--- src/rtl/uart_block_bridge.sv ---
// uart_block_bridge
// Byte-to-block bridge between the UART byte engines and a wide block datapath.
//   RX: packs N_BYTES bytes from uart_rx into one block, offered on a
//       valid/ready interface, with overflow flagging and an optional
//       inter-byte timeout that discards a partial block.
//   TX: accepts one block and streams it byte by byte to uart_tx_controller.
// Ports:
//   i_clk, i_reset                     clock, asynchronous active-high reset
//   i_rx_data, i_rx_valid              byte from uart_rx (byte taken on valid rising edge)
//   o_blk_data, o_blk_valid, i_blk_ready   assembled RX block handshake
//   o_rx_overflow, i_clr_flags         sticky dropped-block flag and its clear
//   o_rx_timeout                       one-cycle pulse when a partial block is discarded
//   i_tx_blk, i_tx_blk_valid, o_tx_blk_ready   block to transmit handshake
//   o_tx_byte, o_tx_byte_valid, i_tx_byte_ready   byte stream to uart_tx_controller
module uart_block_bridge #(
    parameter int DATA_W         = 8,
    parameter int N_BYTES        = 16,
    parameter bit MSB_FIRST      = 1'b0,
    parameter int TIMEOUT_CYCLES = 0
) (
    input  logic                      i_clk,
    input  logic                      i_reset,
    input  logic [DATA_W-1:0]         i_rx_data,
    input  logic                      i_rx_valid,
    output logic [DATA_W*N_BYTES-1:0] o_blk_data,
    output logic                      o_blk_valid,
    input  logic                      i_blk_ready,
    output logic                      o_rx_overflow,
    output logic                      o_rx_timeout,
    input  logic                      i_clr_flags,
    input  logic [DATA_W*N_BYTES-1:0] i_tx_blk,
    input  logic                      i_tx_blk_valid,
    output logic                      o_tx_blk_ready,
    output logic [DATA_W-1:0]         o_tx_byte,
    output logic                      o_tx_byte_valid,
    input  logic                      i_tx_byte_ready
);

    localparam int BLK_W   = DATA_W * N_BYTES;
    localparam int CNT_W   = $clog2(N_BYTES);
    localparam bit TO_EN   = (TIMEOUT_CYCLES > 0);
    localparam int TO_W    = TO_EN ? $clog2(TIMEOUT_CYCLES + 1) : 1;
    localparam int TO_LAST = TO_EN ? TIMEOUT_CYCLES - 1 : 0;
    localparam logic [CNT_W-1:0] LAST_IDX = CNT_W'(N_BYTES - 1);

    // Byte k of a block lives in slot k (LSB first) or slot N_BYTES-1-k.
    // Both paths use this so an RX->TX loopback preserves byte order.
    function automatic int slot_of(input logic [CNT_W-1:0] k);
        return MSB_FIRST ? int'(LAST_IDX - k) : int'(k);
    endfunction

    // ------------------------------------------------------------------ RX
    logic              rx_valid_q_reg;
    logic [CNT_W-1:0]  rx_cnt_reg;
    logic [BLK_W-1:0]  asm_reg;
    logic [BLK_W-1:0]  asm_next;
    logic [BLK_W-1:0]  blk_data_reg;
    logic              blk_valid_reg;
    logic              overflow_reg;
    logic              timeout_reg;
    logic [TO_W-1:0]   idle_reg;

    logic new_byte;
    logic complete;
    logic can_load;
    logic transfer;
    logic timeout_hit;

    assign new_byte = i_rx_valid & ~rx_valid_q_reg;
    assign complete = new_byte & (rx_cnt_reg == LAST_IDX);
    assign transfer = blk_valid_reg & i_blk_ready;
    // Output register is free if empty or being consumed on this same edge.
    assign can_load = ~blk_valid_reg | i_blk_ready;
    // A byte arriving on the expiry edge takes priority over the timeout.
    assign timeout_hit = TO_EN & ~new_byte & (rx_cnt_reg != '0)
                       & (idle_reg == TO_W'(TO_LAST));

    // Assembly image including the byte arriving this cycle, so the
    // completing byte goes straight into the output register.
    always_comb begin
        asm_next = asm_reg;
        asm_next[slot_of(rx_cnt_reg)*DATA_W +: DATA_W] = i_rx_data;
    end

    always_ff @(posedge i_clk or posedge i_reset) begin
        if (i_reset) begin
            rx_valid_q_reg <= 1'b0;
            rx_cnt_reg     <= '0;
            asm_reg        <= '0;
            blk_data_reg   <= '0;
            blk_valid_reg  <= 1'b0;
            overflow_reg   <= 1'b0;
            timeout_reg    <= 1'b0;
            idle_reg       <= '0;
        end else begin
            rx_valid_q_reg <= i_rx_valid;
            timeout_reg    <= timeout_hit;

            if (new_byte) begin
                asm_reg    <= asm_next;
                rx_cnt_reg <= (rx_cnt_reg == LAST_IDX) ? '0 : rx_cnt_reg + 1'b1;
                idle_reg   <= '0;
            end else if (timeout_hit) begin
                rx_cnt_reg <= '0;
                idle_reg   <= '0;
            end else if (TO_EN && rx_cnt_reg != '0) begin
                idle_reg   <= idle_reg + 1'b1;
            end

            if (complete && can_load) begin
                blk_data_reg  <= asm_next;
                blk_valid_reg <= 1'b1;
            end else if (transfer) begin
                blk_valid_reg <= 1'b0;
            end

            // Setting wins over clearing on the same edge.
            if (complete && !can_load) begin
                overflow_reg <= 1'b1;
            end else if (i_clr_flags) begin
                overflow_reg <= 1'b0;
            end
        end
    end

    assign o_blk_data    = blk_data_reg;
    assign o_blk_valid   = blk_valid_reg;
    assign o_rx_overflow = overflow_reg;
    assign o_rx_timeout  = timeout_reg;

    // ------------------------------------------------------------------ TX
    typedef enum logic {TX_IDLE, TX_SEND} tx_state_t;

    tx_state_t         state_reg;
    tx_state_t         state_next;
    logic [CNT_W-1:0]  tx_idx_reg;
    logic [CNT_W-1:0]  tx_idx_next;
    logic [BLK_W-1:0]  tx_blk_reg;
    logic [BLK_W-1:0]  tx_blk_next;

    always_ff @(posedge i_clk or posedge i_reset) begin
        if (i_reset) begin
            state_reg  <= TX_IDLE;
            tx_idx_reg <= '0;
            tx_blk_reg <= '0;
        end else begin
            state_reg  <= state_next;
            tx_idx_reg <= tx_idx_next;
            tx_blk_reg <= tx_blk_next;
        end
    end

    always_comb begin
        state_next      = state_reg;
        tx_idx_next     = tx_idx_reg;
        tx_blk_next     = tx_blk_reg;
        o_tx_byte       = '0;
        o_tx_byte_valid = 1'b0;
        o_tx_blk_ready  = 1'b0;
        case (state_reg)
            TX_IDLE: begin
                o_tx_blk_ready = 1'b1;
                if (i_tx_blk_valid) begin
                    tx_blk_next = i_tx_blk;
                    tx_idx_next = '0;
                    state_next  = TX_SEND;
                end
            end
            TX_SEND: begin
                o_tx_byte       = tx_blk_reg[slot_of(tx_idx_reg)*DATA_W +: DATA_W];
                o_tx_byte_valid = 1'b1;
                if (i_tx_byte_ready) begin
                    if (tx_idx_reg == LAST_IDX) begin
                        tx_idx_next = '0;
                        state_next  = TX_IDLE;
                    end else begin
                        tx_idx_next = tx_idx_reg + 1'b1;
                    end
                end
            end
            default: state_next = TX_IDLE;
        endcase
    end

endmodule

--- config.mk ---
export PLATFORM = sky130hd
export DESIGN_NAME = uart_block_bridge
export DESIGN_NICKNAME = d
export VERILOG_FILES = /design/src/rtl/uart_block_bridge.sv
export SDC_FILE = /design/constraint.sdc
export NUM_CORES = 1
export LEC_CHECK = 0
export CELL_PAD_IN_SITES_DETAIL_PLACEMENT = 0
export CELL_PAD_IN_SITES_GLOBAL_PLACEMENT = 2
export CORE_AREA = 2 2 326 167
export CTS_CLUSTER_SIZE = 16
export DETAILED_ROUTE_END_ITERATION = 12
export DIE_AREA = 0 0 328 169
export PLACE_DENSITY = 0.78
export SLEW_MARGIN = 0
export SYNTH_ARGS = -nofsm -noshare
export SYNTH_HDL_FRONTEND = slang
export SYNTH_SLANG_ARGS = --single-unit
--- constraint.sdc ---
create_clock -name i_clk -period 21.2 [get_ports i_clk]
set_input_delay 6.36 -clock i_clk [delete_from_list [all_inputs] [get_ports i_clk]]
set_output_delay 6.36 -clock i_clk [all_outputs]
set_load 0.03 [all_outputs]
==> impl_metrics.json <==
{
  "grt_max_degree": 175,
  "final_area_um2": 22500,
  "cts.sinks": 396,
  "wl_mm": 59.4,
  "track_usage": 0.212,
  "vdd_drop_max_uv": 87.3,
  "run_status": "complete, no violations",
  "grt_pass1_vias": 13396,
  "cp.required_ns": 14.84,
  "mappedNetlistArea_um2": 17700,
  "gr-total-overflow": 0,
  "holdWs_ns": 0.475,
  "worst_clock_skew_ns": 0.0246,
  "vias": 13677,
  "synthCells": 1698,
  "cts_buffer_depth": 3,
  "slew_viol_final": 0,
  "die_area_um2": 55400,
  "io_pins": 284,
  "grt_pass1_wl_mm": 87.5,
  "synth_seq_cells": 396,
  "core_area_um2": 52800,
  "gp_congestion": 0.913,
  "syn_area_per_cell_um2": 10.4,
  "yosysTopAreaCell": "dfrtp_1",
  "ant_nets": 0,
  "start_util": 0.336,
  "path_class": "reg -> out",
  "holdPathStages": 2,
  "synth_ff_type": "dfrtp_1",
  "rr_endpoint": "asm_reg[23]",
  "drc": 0,
  "portBuffers": 282,
  "setup_tns_ns": 0,
  "chipWidth_um": 328,
  "finalCritPeriodShare": 0.443,
  "cp-start-kind": "flop",
  "tritoncts.num_buffers": 40,
  "max_slew_margin": 0.156,
  "ys.warnings.count": 0,
  "fin_util": 0.427,
  "min_period_ns": 9.38,
  "yosysSeqAreaShare": 0.559,
  "row_count": 60,
  "insertion_delay_ns": 0.56,
  "layout-drive-gt1-share": 0.117,
  "synth_area_leaders": "dfrtp_1, nand2_1, mux2i_1, mux2_2, mux4_2",
  "hold_class": "reg -> reg",
  "ctsHoldBuffers": 0,
  "min-delay-start": "tx_blk_reg[24]",
  "post_cts_buffers": 0,
  "pwr_density_cell_nw_per_um2": 157,
  "worst_setup_path_end_kind": "output pin",
  "reg2reg_slack_ns": 16.63,
  "setup_viol_count_final": 0,
  "dpl.hpwl_mm": 43.0,
  "synth_edf_count": 0,
  "drt_iter0_markers": 1132,
  "worstPathMaxFanout": 40,
  "total_leakage_power_uw": 0.0103,
  "antennaDiodeCount": 0,
  "syn-num-nets": 1847,
  "htree_levels": 2,
  "antenna_found_initial": 5,
  "routedWlPerCell_um": 22.2,
  "timing.rr.start": "rx_cnt_reg[0]",
  "cts_resized": 0,
  "final_nets": 2087,
  "routed_via_density": 5.10,
  "maxCapViolations": 0,
  "whs_endpoint": "tx_blk_reg[24]",
  "rsz0062_at_grt": "no",
  "arrival_ns": 3.02,
  "dr.pass1.iters": 5,
  "ys_types": 54,
  "cts_tree": "built",
  "async_reset_ff_frac": 1.00,
  "cts-root-buf": "clkbuf_16",
  "syn_to_final_growth_pct": 27.0,
  "hold_viol": 0,
  "netlist.area_leader.share": 0.559,
  "worstMarginPinSlew_ns": 1.26,
  "dpl_cell_area_um2": 21200,
  "die_h_um": 169,
  "clkSlewWorstSetupHoldPaths_ns": 0.06,
  "fmax_ghz": 0.107,
  "rr_worst_depth": 6
}
Yosys cell counts, drive strengths merged, types with 3 or more instances:
cell / number
nor2b: 6
nor2: 135
clkbuf: 81
o211ai: 8
inv: 6
nor3b: 26
ha: 6
o22ai: 6
o21ai: 62
mux2: 96
nand2b: 5
mux2i: 117
a32oi: 3
xnor2: 3
nand4: 8
nand2: 460
mux4: 29
a2111oi: 5
nand3: 34
dfrtp: 396
and2: 15
nor3: 3
a31oi: 24
a21oi: 107
buf: 27
and3: 11
cells by family (layout without fill, tap and decap cells):
logic type / count (synthesis) / count (layout) / share of synthesized area
compound gates: 223 / 223 / 0.0743
xor+xnor: 5 / 5 / 0.00289
fa+ha+maj: 6 / 6 / 0.00424
buf+inv: 115 / 386 / 0.0263
flops: 396 / 396 / 0.559
mux: 242 / 242 / 0.166
other cells: 1 / 1 / 0.000212
simple gates: 710 / 710 / 0.168
placed cells by master (no fill, tap or decap), drive strengths merged, types with 4 or more instances in the layout:
cell,Yosys,final
nand2,460,460
dfrtp,396,396
clkdlybuf4s50,0,282
nor2,135,135
mux2i,117,117
a21oi,107,107
mux2,96,96
o21ai,62,62
clkbuf,81,62
nand3,34,34
mux4,29,29
nor3b,26,26
a31oi,24,24
buf,27,24
and2,15,15
and3,11,11
inv,6,9
nand4,8,8
o211ai,8,8
o22ai,6,6
ha,6,6
nor2b,6,6
nand2b,5,5
a2111oi,5,5
clkinv,1,5
clkinvlp,0,4
power breakdown:
| group | total (uW) | internal (uW) | switching (uW) |
|---|---|---|---|
| sequential | 1350 | 1070 | 283 |
| combinational | 1470 | 608 | 863 |
| clock | 711 | 394 | 317 |
worst max-delay path: stages (launching register included):
cell	delay [ns]
dfrtp_2	0.34
buf_4	0.55
mux4_2	0.61
mux2i_1	0.19
o22ai_1	0.13
clkdlybuf4s50_1	0.60
area by class of cell:
type                            count  area, um^2
Fill cell                        5055       30300
Sequential cell                   396        9910
Multi-Input combinational cell   1187        7380
Timing Repair Buffer              306        3020
Clock buffer                       62        1200
Tap cell                          713         892
Clock inverter                     11        76.3
Inverter                            7        33.8
routing by layer:
| metal | vias up | global-route usage | wire [um] |
|---|---|---|---|
| met5 | - | 0 | 0 |
| met4 | 0 | 0.0423 | 947 |
| li1 | 6238 | - | - |
| met2 | 351 | 0.261 | 22600 |
| met1 | 7025 | 0.345 | 30800 |
| met3 | 63 | 0.0713 | 5010 |
stage by stage:
stage               total power (uW)  std cells  setup WS, ns
floorplan                       2180       1698          3.83
global placement                2800       2609         12.22
detailed placement              2820       2609         12.14
CTS                             3550       2682         11.76
global route                    3730       2682         11.61
finish                          3530       2682         11.82
worst max path at each step:
stage	cells past startpoint	from	endpoint
final	5	tx_idx_reg[0]	o_tx_byte[0]
after detailed placement	6	i_rx_valid	o_blk_data[51]
after global placement	7	i_rx_valid	o_blk_data[116]
after global routing	5	tx_idx_reg[0]	o_tx_byte[2]
after floorplan	1	i_reset	asm_reg[0]
after CTS	5	tx_idx_reg[0]	o_tx_byte[0]
(Power assumes the default switching activity.)
